$ cat config.mk
export PLATFORM = sky130hd
export DESIGN_NAME = output_reader_flat
export DESIGN_NICKNAME = d
export VERILOG_FILES = /design/src/rtl/output_reader_if.sv /design/src/rtl/output_reader.sv /design/src/flat_wrapper.sv
export SDC_FILE = /design/constraint.sdc
export NUM_CORES = 1
export LEC_CHECK = 0
export CORE_MARGIN = 10
export CORE_UTILIZATION = 64
export DETAILED_ROUTE_END_ITERATION = 10
export DONT_BUFFER_PORTS = 1
export PLACE_DENSITY = 0.85
export SLEW_MARGIN = 40
export SYNTH_ARGS = -nofsm -noshare
export SYNTH_HDL_FRONTEND = slang
export SYNTH_SLANG_ARGS = --single-unit
$ cat constraint.sdc
create_clock -name clk -period 2.9 [get_ports clk]
set_input_delay 0.435 -clock clk [delete_from_list [all_inputs] [get_ports clk]]
set_output_delay 0.435 -clock clk [all_outputs]
set_load 0.005 [all_outputs]
$ cat src/rtl/output_reader_if.sv
// Stream bus from output_reader toward the host/DMA path.
//   m_data  : signed stream word
//   m_valid : word present on m_data
//   m_ready : consumer accepts the word this cycle
//   m_last  : final word of the transfer
// master = producer (output_reader), slave = consumer.
interface output_reader_if #(
  parameter int DWIDTH = 16
);
  logic signed [DWIDTH-1:0] m_data;
  logic                     m_valid;
  logic                     m_ready;
  logic                     m_last;

  modport master (
    output m_data,
    output m_valid,
    output m_last,
    input  m_ready
  );

  modport slave (
    input  m_data,
    input  m_valid,
    input  m_last,
    output m_ready
  );
endinterface

$ cat src/rtl/output_reader.sv
// output_reader: read-side engine for the output buffer SRAM.
// On an accepted start it reads `length` words beginning at `base_addr`
// (address wraps modulo 2**OUTSIZE) and streams them out with a last flag.
// The SRAM's one-cycle read latency is absorbed by a 2-entry skid FIFO, so
// back-pressure on the stream never drops or duplicates a word.
// Ports:
//   clk, xrst           clock (posedge), asynchronous active-low reset
//   start               one-cycle request, ignored while busy
//   base_addr, length   transfer descriptor, latched on accepted start
//   busy, done          transfer in progress / one-cycle completion pulse
//   mem_addr            registered SRAM read address
//   read_data           SRAM data for the address presented last cycle
//   strm                stream bus (m_data, m_valid, m_ready, m_last)
module output_reader #(
  parameter int DWIDTH  = 16,
  parameter int OUTSIZE = 12
) (
  input  logic                      clk,
  input  logic                      xrst,
  input  logic                      start,
  input  logic [OUTSIZE-1:0]        base_addr,
  input  logic [OUTSIZE:0]          length,
  output logic                      busy,
  output logic                      done,
  output logic [OUTSIZE-1:0]        mem_addr,
  input  logic signed [DWIDTH-1:0]  read_data,
  output_reader_if.master           strm
);

  typedef enum logic [1:0] {
    S_IDLE,
    S_READ,
    S_DRAIN,
    S_FIN
  } state_t;

  state_t state_q, state_d;

  logic [OUTSIZE-1:0] base_q;
  logic [OUTSIZE:0]   len_q;
  logic [OUTSIZE:0]   issued_q;
  logic               in_flight_q;
  logic               flight_last_q;

  logic signed [DWIDTH-1:0] fifo_data [2];
  logic                     fifo_last [2];
  logic                     head_q;
  logic [1:0]               count_q;

  logic       accept;
  logic       pop;
  logic       push;
  logic       issue;
  logic       tail;
  logic [1:0] pending;
  logic       head_last;

  assign accept    = (state_q == S_IDLE) && start;
  assign pop       = (count_q != 2'd0) && strm.m_ready;
  assign push      = in_flight_q;
  assign tail      = head_q ^ count_q[0];
  assign head_last = fifo_last[head_q];

  // Occupancy seen by the issue rule credits a same-cycle pop, which is what
  // keeps the stream at one word per cycle with m_ready held high; the FIFO
  // still cannot overflow because at most one capture lands per cycle.
  assign pending = count_q + {1'b0, in_flight_q} - {1'b0, pop};
  assign issue   = (state_q == S_READ) && (issued_q != len_q) && (pending < 2'd2);

  always_comb begin
    state_d = state_q;
    unique case (state_q)
      S_IDLE: begin
        // A zero-length transfer passes through DRAIN so done lands two
        // cycles after start, the same spacing a normal transfer's tail has.
        if (start) state_d = (length == '0) ? S_DRAIN : S_READ;
      end
      S_READ: begin
        if (issued_q == len_q) state_d = S_DRAIN;
      end
      S_DRAIN: begin
        if ((len_q == '0) || (pop && head_last)) state_d = S_FIN;
      end
      S_FIN: begin
        state_d = S_IDLE;
      end
      default: state_d = S_IDLE;
    endcase
  end

  always_ff @(posedge clk or negedge xrst) begin
    if (!xrst) state_q <= S_IDLE;
    else       state_q <= state_d;
  end

  always_ff @(posedge clk or negedge xrst) begin
    if (!xrst) begin
      base_q        <= '0;
      len_q         <= '0;
      issued_q      <= '0;
      in_flight_q   <= 1'b0;
      flight_last_q <= 1'b0;
      mem_addr      <= '0;
    end else begin
      if (accept) begin
        base_q   <= base_addr;
        len_q    <= length;
        issued_q <= '0;
      end else if (issue) begin
        issued_q <= issued_q + 1'b1;
      end
      in_flight_q <= issue;
      if (issue) begin
        mem_addr      <= base_q + issued_q[OUTSIZE-1:0];
        flight_last_q <= (issued_q == len_q - 1'b1);
      end
    end
  end

  // Capture writes at head+count (pre-pop), which is the correct tail even
  // when a pop happens in the same cycle.
  always_ff @(posedge clk or negedge xrst) begin
    if (!xrst) begin
      fifo_data[0] <= '0;
      fifo_data[1] <= '0;
      fifo_last[0] <= 1'b0;
      fifo_last[1] <= 1'b0;
      head_q       <= 1'b0;
      count_q      <= '0;
    end else begin
      if (push) begin
        fifo_data[tail] <= read_data;
        fifo_last[tail] <= flight_last_q;
      end
      if (pop) head_q <= ~head_q;
      count_q <= count_q + {1'b0, push} - {1'b0, pop};
    end
  end

  assign strm.m_valid = (count_q != 2'd0);
  assign strm.m_data  = fifo_data[head_q];
  assign strm.m_last  = strm.m_valid && head_last;
  assign busy         = (state_q != S_IDLE);
  assign done         = (state_q == S_FIN);

endmodule

$ cat src/flat_wrapper.sv
// flat-port wrapper written by rule: the top's interface ports become plain ports
module output_reader_flat 
#(
  parameter int DWIDTH  = 16,
  parameter int OUTSIZE = 12
)
  (clk, xrst, start, base_addr, length, busy, done, mem_addr, read_data, strm_m_data, strm_m_valid, strm_m_last, strm_m_ready);
  output_reader_if #(.DWIDTH(DWIDTH)) strm_i ();
  input  logic clk;
  input  logic xrst;
  input  logic start;
  input  logic [OUTSIZE-1:0] base_addr;
  input  logic [OUTSIZE:0] length;
  output logic busy;
  output logic done;
  output logic [OUTSIZE-1:0] mem_addr;
  input  logic signed [DWIDTH-1:0] read_data;
  output wire logic [$bits(strm_i.m_data)-1:0] strm_m_data;
  output wire logic [$bits(strm_i.m_valid)-1:0] strm_m_valid;
  output wire logic [$bits(strm_i.m_last)-1:0] strm_m_last;
  input wire logic [$bits(strm_i.m_ready)-1:0] strm_m_ready;
  assign strm_m_data = strm_i.m_data;
  assign strm_m_valid = strm_i.m_valid;
  assign strm_m_last = strm_i.m_last;
  assign strm_i.m_ready = strm_m_ready;
  output_reader #(.DWIDTH(DWIDTH), .OUTSIZE(OUTSIZE)) u_core (.clk(clk), .xrst(xrst), .start(start), .base_addr(base_addr), .length(length), .busy(busy), .done(done), .mem_addr(mem_addr), .read_data(read_data), .strm(strm_i));
endmodule
==> results of run 1 <==
-- repair_timing --
item                       CTS  global route
setup buffers                0             0
setup endpoints to repair    0             2
hold endpoints to repair    91             0
resized for setup            0             1
hold buffers                 1             0
-- routing by layer --
layer | global-route usage (%) | wire length [µm] | up-vias
met1 | 23.8 | 4690 | 1708
met2 | 32.4 | 5530 | 74
li1 | - | - | 1698
met4 | 4.20 | 87 | 0
met3 | 5.06 | 671 | 8
met5 | 0 | 0 | -
-- stage by stage --
step	total power, mW	worst slack (ns)	cell area [µm²]
finish	5.73	0.182	5270
global route	6.19	0.0797	5270
CTS	5.77	0.178	5270
detailed placement	4.92	0.220	5060
global placement	4.78	0.442	5060
floorplan	4.29	0.594	4960
-- cells by family after synthesis --
family,count (synthesis),synth area share (%)
AND/OR/NAND/NOR,193,18.0
flip-flops,91,45.9
multiplexers,54,12.2
AO/OA/AOI/OAI,53,7.19
XOR/XNOR,44,7.77
buffers and inverters,35,3.33
adder cells (fa/ha/maj),22,5.70
-- worst min path at each step --
stage	from	to	slack (ns)	cells after the start
2_1_floorplan	xrst	u_core.base_q[0]	0.14	0
5_1_grt	xrst	u_core.issued_q[3]	0.01	1
3_3_place_gp	xrst	u_core.base_q[6]	0.14	0
3_5_place_dp	xrst	u_core.base_q[7]	0.14	0
4_1_cts	xrst	u_core.fifo_data[29]	0.005	1
6_report	xrst	u_core.issued_q[5]	-0.02	1
-- cell type report --
class                   count  area (µm²)  area share, %
multi-input cells         366        2520           47.8
well taps                 102         128           2.42
clock inverters             6        46.3          0.878
flip-flops and latches     91        2280           43.2
inverters                  13        48.8          0.925
repair buffers             11         115           2.18
clock buffers              10         138           2.61
-- flip-flops by register name (all words and copies together), names as in the netlist --
name / cells
u_core.mem_addr: 12
u_core.base_q: 12
u_core.state_q: 2
u_core.fifo_data: 32
u_core.head_q: 1
u_core.in_flight_q: 1
u_core.fifo_last: 2
u_core.issued_q: 13
u_core.count_q: 2
u_core.len_q: 13
u_core.flight_last_q: 1
-- critical path, delay by kind of cell, from the launching register on --
kind	cells	cell delay [ns]
AO/OA/AOI/OAI	1	0.46
XOR/XNOR	2	0.27
adder cells (fa/ha/maj)	2	0.45
buffers and inverters	3	0.22
flip-flops	1	0.42
AND/OR/NAND/NOR	3	0.76
-- cells in the final DEF (no fill, tap or decap), types with 8 or more instances in the layout --
cell type	count
a21oi_1	8
nand2_1	103
xor2_1	15
dfrtp_1	91
inv_1	12
clkbuf_8	10
nor2_1	31
mux2_2	50
ha_1	21
o21ai_1	11
nor4_1	12
o21ai_0	12
nor3_1	9
buf_4	9
xnor2_1	29
-- power by group --
part	total, mW	internal (mW)	switching, mW
Combinational	2.64	1.24	1.40
Sequential	2.28	1.81	0.462
Clock	0.810	0.341	0.469
Total	5.73	3.40	2.33
==> metrics.csv, run 1 <==
metric,value,unit
status,"finished, violations left",
failing checks,hold timing,
CP startpoint kind,register,
total grt overflow,0,
ys flop type,dfrtp_1,
Final Max Tran Viols,0,
1st-pass router iterations,4,
CTS buffer count,9,
Tot GR Track Use,19.1,%
dominant cells by area after synthesis,"dfrtp_1 (46%), mux2_2 (11%), nand2_1 (7.9%), ha_1 (5.3%), xnor2_1 (5.1%)",
die height,108,µm
clk root buf,clkbuf_8,
Setup crit start,u_core.count_q[0],
final number of setup-violating endpoints,0,
final std cells w/o fill,599,
via count,3488,
largest net degree at the start of global routing,92,
worst-skew pair later-pin latency,0.36,ns
worst hold slack,-0.0187,ns
cell count after synthesis,492,
Syn Std Cell Area,0.00496,mm²
synthesis-stage register bit count,91,
Async SR Flop Fraction,100,%
crit path max fanout,13,
top cell type's share of synthesized area,45.9,%
crit share post-route,93.7,%
Final nets,559,
leak pwr,2.37,nW
GP Congestion,0.925,
DPL Wire Length,8180,µm
Hold Crit Class,primary input to asynchronous set/reset pin,
Slew @ Worst Pin,0.747,ns
WS Path Type,register to register,
pwr/cell area,1090,mW/mm²
antenna cells,0,
Worst Path Required,3.13,ns
CP dominant cell by count,inv_1,
crit path DAT,2.95,ns
Yosys top cell by area,dfrtp_1,
Worst Setup EP,u_core.flight_last_q,
# fillers,598,
Commonest cells post-synth,"nand2_1 (104), dfrtp_1 (91), mux2_2 (50), nor2_1 (31), xnor2_1 (29)",
CTS tree,built,
critical path's slowest cell,o41ai_1,
Post-route DRC,0,
fin crit period,2.72,ns
Routed WL,11000,µm
post-route ant nets,0,
placed cell count,582,
vias in the first global route,3516,
Fin Setup TNS,0,ns
Fmax,368,MHz
antenna violations before repair,0,
fin util,69.0,%
MaxCap Viol Count,0,
Reg2Reg Depth,11,
clk sink count,91,
Synthesized Nets,559,
area of the die,0.0117,mm²
Core Footprint,0.00765,mm²
Syn Area/Cell,10.1,µm²
register area share after synthesis,45.9,%
Ports,77,
DRT iter0 DRCs,228,
Crit. End Element,register,
Area growth syn-to-layout,6.31,%
first-pass GRT wire length,17900,µm
Longest Clk Path Bufs,2,
clock transition at the registers of the reported paths,0.09,ns
unrepaired setup endpoints after global routing,false,
CP peak stage delay,0.46,ns
final clock skew,0.00810,ns
Worst VDD drop,0.000503,V
Post-synth EDFFs,0,
Synth Warn #,0,
Final Hold Vio Count,34,
most common cell in the synthesized netlist,nand2_1,
Worst R2R Setup Slack,0.18,ns
Initial Util,64.9,%
via-per-instance ratio,5.82,
Reg-to-Reg Start,u_core.count_q[0],
I/O Buffers,0,
num rows,32,
DR WL/cell,18.3,µm
htree depth,3,
r2r endpoint,u_core.flight_last_q,
die span in x,108,µm
fraction of final layout cells with drive strength greater than 1,17.5,%
CP cell instances,"nor2_1, inv_1, nand2_1, inv_1, ha_1, inv_1, ha_1, xnor2_1, xnor2_1, or2_2, o41ai_1",
worst relative slew slack,50.1,%
Yosys cell types,50,
Note: power is estimated with default switching activity, not from simulation.
==> inputs of run 2 (changes only) <==
--- a/config.mk
+++ b/config.mk
@@ -9,6 +9,7 @@
 export CORE_UTILIZATION = 64
 export DETAILED_ROUTE_END_ITERATION = 10
 export DONT_BUFFER_PORTS = 1
+export GPL_ROUTABILITY_DRIVEN = 0
 export PLACE_DENSITY = 0.85
 export SLEW_MARGIN = 40
 export SYNTH_ARGS = -nofsm -noshare
==> run 2 against run 1 <==
Net effect:
- the run now ends clean
- non-clock buffer count grew 1
- final area increased by 0.45%
- count of clock-buffer cells in the layout shrank 1
- clock power is 3.7% higher
- worst setup slack better by 0.024 ns
- clock skew increased by 0.0046 ns
- critical endpoint unchanged
==> metrics.csv, run 2 (synthesis results as in run 1) <==
metric,value,unit,change
status,"finished, final reports clean",,
DR WL/cell,18.6,µm,+1.6%
total grt overflow,0,,unchanged
pwr/cell area,1090,mW/mm²,+0.78%
I/O Buffers,0,,unchanged
leak pwr,2.39,nW,+0.63%
Worst R2R Setup Slack,0.21,ns,+0.02 ns
crit share post-route,92.9,%,-0.82 points
antenna cells,0,,unchanged
1st-pass router iterations,4,,unchanged
GRT met2 Usage,33.4,%,+0.95 points
# fillers,561,,-6.2%
worst-skew pair later-pin latency,0.38,ns,+0.02 ns
GR Util met1,23.6,%,-0.25 points
Biggest register,u_core.fifo_data,,
worst hold endpoint,u_core.len_q[7],,
Longest Clk Path Bufs,2,,unchanged
area of the die,0.0117,mm²,unchanged
Crit. End Element,register,,
Largest regs,"u_core.fifo_data x32, u_core.issued_q x13, u_core.len_q x13",,
unrepaired setup endpoints after global routing,false,,
"leading cell type in the layout, fill and taps excluded",nand2_1,,
Worst VDD drop,0.000573,V,+14%
Initial Util,64.9,%,unchanged
Area growth syn-to-layout,6.78,%,
via-per-instance ratio,5.92,,+1.7%
DPL Wire Length,8240,µm,+0.76%
most crowded layer after global routing,met2,,
Final Hold Vio Count,0,,-100%
crit path DAT,2.94,ns,about the same
final clock skew,0.0127,ns,+0.00462 ns
Final nets,560,,+0.18%
worst relative slew slack,49.2,%,-0.86 points
fin crit period,2.69,ns,-0.0239 ns
Worst Path Required,3.15,ns,+0.02 ns
clk root buf,clkbuf_8,,
CP startpoint kind,register,,
Post-route DRC,0,,unchanged
most frequent cells in the layout,"nand2_1 (103), dfrtp_1 (91), mux2_2 (50), nor2_1 (31), xnor2_1 (29)",,
Fin Setup TNS,0,ns,unchanged
num rows,32,,unchanged
die span in x,108,µm,unchanged
Tot GR Track Use,19.9,%,+0.80 points
clk sink count,91,,unchanged
Final Max Tran Viols,0,,unchanged
via count,3554,,+1.9%
PnR Total Power,5.80,mW,+1.2%
MaxCap Viol Count,0,,unchanged
Routed WL,11200,µm,+1.8%
crit path max fanout,13,,unchanged
critical hold path startpoint,length[7],,
met3 Usage GRT,4.76,%,-0.30 points
Reg-to-Reg Start,u_core.count_q[1],,
Ports,77,,unchanged
fin util,69.3,%,+0.31 points
post-route ant nets,0,,unchanged
die height,108,µm,unchanged
WS Path Type,register to register,,
clock transition at the registers of the reported paths,0.10,ns,about the same
Largest register FFs,32,,unchanged
antenna violations before repair,0,,unchanged
CTS buffer count,9,,unchanged
Reg2Reg Depth,11,,unchanged
fraction of final layout cells with drive strength greater than 1,17.5,%,-0.035 points
final number of setup-violating endpoints,0,,unchanged
Fmax,371,MHz,+0.89%
vias in the first global route,3724,,+5.9%
CTS tree,built,,
htree depth,3,,unchanged
Slew @ Worst Pin,0.760,ns,+0.0128 ns
largest net degree at the start of global routing,92,,unchanged
hold path cells,2,,
r2r endpoint,u_core.flight_last_q,,
Core Footprint,0.00765,mm²,unchanged
first-pass GRT wire length,18500,µm,+3.2%
DRT iter0 DRCs,254,,+11%
Hold Crit Class,primary input to register,,
run 2: changes by cell type in the layout (fill, tap and decap cells not counted), sizes merged:
cell         change
dlygate4sd3      +1
clkbuf           -1
clkinv           +3
clkinvlp         -2
run 2: critical path, stage by stage (launching register included):
cell	delay [ns]
dfrtp_1	0.40
nor2_1	0.16
inv_1	0.10
nand2_1	0.14
inv_1	0.07
ha_1	0.28
inv_1	0.04
ha_1	0.19
xnor2_1	0.19
xnor2_1	0.11
or2_2	0.43
o41ai_1	0.45
run 2: worst max path at each step:
stage | end | startpoint | cells after the start | slack (ns)
3_5_place_dp | u_core.flight_last_q | u_core.count_q[0] | 11 | 0.21
6_report | u_core.flight_last_q | u_core.count_q[1] | 11 | 0.21
3_3_place_gp | u_core.mem_addr[5] | u_core.count_q[0] | 12 | 0.47
5_1_grt | u_core.flight_last_q | u_core.count_q[0] | 11 | 0.003
4_1_cts | u_core.flight_last_q | u_core.count_q[0] | 11 | 0.18
2_1_floorplan | u_core.issued_q[5] | u_core.count_q[0] | 13 | 0.59
run 2: metrics by stage:
stage	setup WS [ns]	hold slack (ns)	instance area, µm²	std cells
floorplan	0.594	0.139	4960	492
CTS	0.176	0.151	5300	600
finish	0.206	0.159	5300	600
global route	0.00256	0.160	5300	600
detailed placement	0.212	0.143	5060	582
global placement	0.466	0.144	5060	582
run 2: final cells by class:
type / instances / area (µm²) / area share, %
clock buffer: 9 / 124 / 2.34
sequential: 91 / 2280 / 43.0
clock inverter: 7 / 73.8 / 1.39
inverter: 13 / 48.8 / 0.921
multi-input combinational: 366 / 2520 / 47.6
timing repair buffer: 12 / 125 / 2.36
tap: 102 / 128 / 2.41
run 2: layer usage:
layer	share of wire, %	vias up
met1	41	1727
met5	0	-
met2	50	113
met3	6.3	25
met4	2.6	0
li1	-	1689
run 2: timing repair:
item	in CTS	in global routing
resized for setup	0	1
hold endpoints to repair	91	0
hold buffers	2	0
setup endpoints to repair	0	8
setup buffers	0	0
run 2: power breakdown:
part           switching [mW]  internal, mW
registers               0.455          1.81
logic                    1.45          1.25
clock network           0.504         0.336
total                    2.40          3.39
==> inputs of run 3 (changes only) <==
--- a/config.mk
+++ b/config.mk
@@ -5,6 +5,7 @@
 export SDC_FILE = /design/constraint.sdc
 export NUM_CORES = 1
 export LEC_CHECK = 0
+export CORE_ASPECT_RATIO = 1.2
 export CORE_MARGIN = 10
 export CORE_UTILIZATION = 64
 export DETAILED_ROUTE_END_ITERATION = 10
==> run 3 against run 2 <==
Net effect:
- critical path depth is 2 higher
- sequential cell count unchanged
- fmax is 2.3% higher
- power fell by 1.9%
- via count grew 0.90%
- die area is 0.12% higher
- clock skew decreased by 0.0048 ns
==> metrics.csv, run 3 (synthesis results as in run 1) <==
metric,value,unit,change
Core Footprint,0.00762,mm²,-0.36%
fraction of final layout cells with drive strength greater than 1,16.7,%,-0.74 points
worst relative slew slack,49.7,%,+0.41 points
total grt overflow,0,,unchanged
final std cells w/o fill,588,,-2.0%
Worst VDD drop,0.000560,V,-2.2%
area of the die,0.0117,mm²,+0.12%
DPL Wire Length,7990,µm,-3.0%
"leading cell type in the layout, fill and taps excluded",nand2_1,,
Fmax,380,MHz,+2.3%
Hold Crit Class,primary input to register,,
CP peak stage delay,0.42,ns,-0.03 ns
Final Max Tran Viols,0,,unchanged
clock transition at the registers of the reported paths,0.09,ns,about the same
via-per-instance ratio,6.10,,+3.0%
Tot GR Track Use,18.7,%,-1.2 points
Largest register FFs,32,,unchanged
first-pass GRT wire length,17700,µm,-4.2%
largest net degree at the start of global routing,92,,unchanged
Fin Setup TNS,0,ns,unchanged
CTS tree,built,,
Area growth syn-to-layout,5.55,%,
critical path's slowest cell,dfrtp_1,,
num rows,35,,+9.4%
CP cell instances,"nor2_1, inv_1, nand2_1, inv_1, ha_1, inv_1, ha_1, xnor2_1, xnor2_1, buf_4, nor4_1, xnor2_1, nor2_1",,
Final Hold Vio Count,0,,unchanged
die span in x,100,µm,-7.1%
pwr/cell area,1090,mW/mm²,-0.76%
final clock skew,0.00791,ns,-0.00481 ns
Biggest register,u_core.fifo_data,,
Post-route DRC,0,,unchanged
placed cell count,570,,-2.1%
Routed WL,10700,µm,-4.7%
antenna violations before repair,0,,unchanged
"Buf+Inv Stages, Crit Path",4,,+1
WS Path Type,register to register,,
DR WL/cell,18.1,µm,-2.7%
leak pwr,2.35,nW,-1.5%
Ports,77,,unchanged
Final nets,558,,-0.36%
I/O Buffers,0,,unchanged
crit path DAT,2.87,ns,-0.07 ns
Post-CTS Setup Bufs,0,,unchanged
clk root buf,clkbuf_8,,
CTS buffer count,9,,unchanged
htree depth,3,,unchanged
crit share post-route,90.8,%,-2.0 points
most frequent cells in the layout,"nand2_1 (103), dfrtp_1 (91), mux2_2 (50), nor2_1 (31), xnor2_1 (29)",,
via count,3586,,+0.90%
unrepaired setup endpoints after global routing,false,,
vias in the first global route,3616,,-2.9%
post-route ant nets,0,,unchanged
crit path max fanout,10,,-3
1st-pass router iterations,5,,+1
MaxCap Viol Count,0,,unchanged
CP startpoint kind,register,,
Top Family by Delay on Critical Path,simple AND/OR/NAND/NOR gates,,
die height,116,µm,+7.8%
DRT iter0 DRCs,229,,-9.8%
status,"finished, final reports clean",,
Worst Path Required,3.13,ns,-0.02 ns
antenna cells,0,,unchanged
worst-skew pair later-pin latency,0.36,ns,-0.02 ns
clk sink count,91,,unchanged
fin crit period,2.63,ns,-0.0594 ns
worst hold slack,0.176,ns,+0.0172 ns
Initial Util,65.1,%,+0.23 points
Largest regs,"u_core.fifo_data x32, u_core.issued_q x13, u_core.len_q x13",,
final number of setup-violating endpoints,0,,unchanged
Crit. End Element,register,,
Longest Clk Path Bufs,2,,unchanged
Slew @ Worst Pin,0.753,ns,-0.00619 ns
## run 3: per-stage QoR
stage               utilization (%)  worst slack (ns)  power [mW]  cell area [µm²]
floorplan                         -             0.594        4.29             4960
global placement               65.9             0.484        4.74             5020
detailed placement             65.9             0.302        4.89             5020
CTS                            68.7             0.285        5.71             5230
global route                   68.7            0.0672        6.13             5240
finish                         68.7             0.266        5.69             5240
## run 3: worst paths after layout
| path | cells past startpoint | slack [ns] | end | startpoint |
|---|---|---|---|---|
| worst max-delay path | 13 | 0.27 | u_core.issued_q[10] | u_core.count_q[0] |
| worst min-delay path | 2 | 0.18 | u_core.base_q[11] | base_addr[11] |
| worst max register to register | 13 | 0.27 | u_core.issued_q[10] | u_core.count_q[0] |
| worst min register to register | 2 | 0.49 | u_core.base_q[3] | u_core.base_q[3] |
| max in group asynchronous | 2 | 1.90 | u_core.base_q[8] | xrst |
| min in group asynchronous | 2 | 0.65 | u_core.fifo_data[17] | xrst |
## run 3: worst reg2reg max path, delay by kind of cell, from the launching register on
kind                       cells  cell delay (ns)
buffers and inverters          4             0.41
xor gates and xnor gates       3             0.52
and+or+nand+nor                4             0.73
adders and majority gates      2             0.45
DFF                            1             0.42
## run 3: cell type report
class | instances | area, µm²
clock buffers | 10 | 128
clock inverters | 6 | 48.8
fillers | 615 | 2380
inverters | 13 | 48.8
multi-input cells | 366 | 2520
flip-flops and latches | 91 | 2280
well taps | 92 | 115
repair buffers | 10 | 97.6
## run 3: report_power, final
group	internal, mW	switching [mW]	total, mW
Clock	0.321	0.465	0.786
Combinational	1.22	1.39	2.61
Sequential	1.81	0.478	2.29
Total	3.35	2.34	5.69
## run 3: layer usage
layer,vias up,routed length (µm),global-route usage (%)
li1,1696,-,-
met1,1751,4430,22.8
met2,122,5280,31.1
met3,17,756,5.50
met4,0,186,5.94
met5,-,0,0
## run 3: timing repair
action | CTS | global route
hold buffers | 2 | 0
gates resized for setup | 0 | 0
endpoints found under the setup margin | 0 | 0
endpoints found under the hold margin | 91 | 0
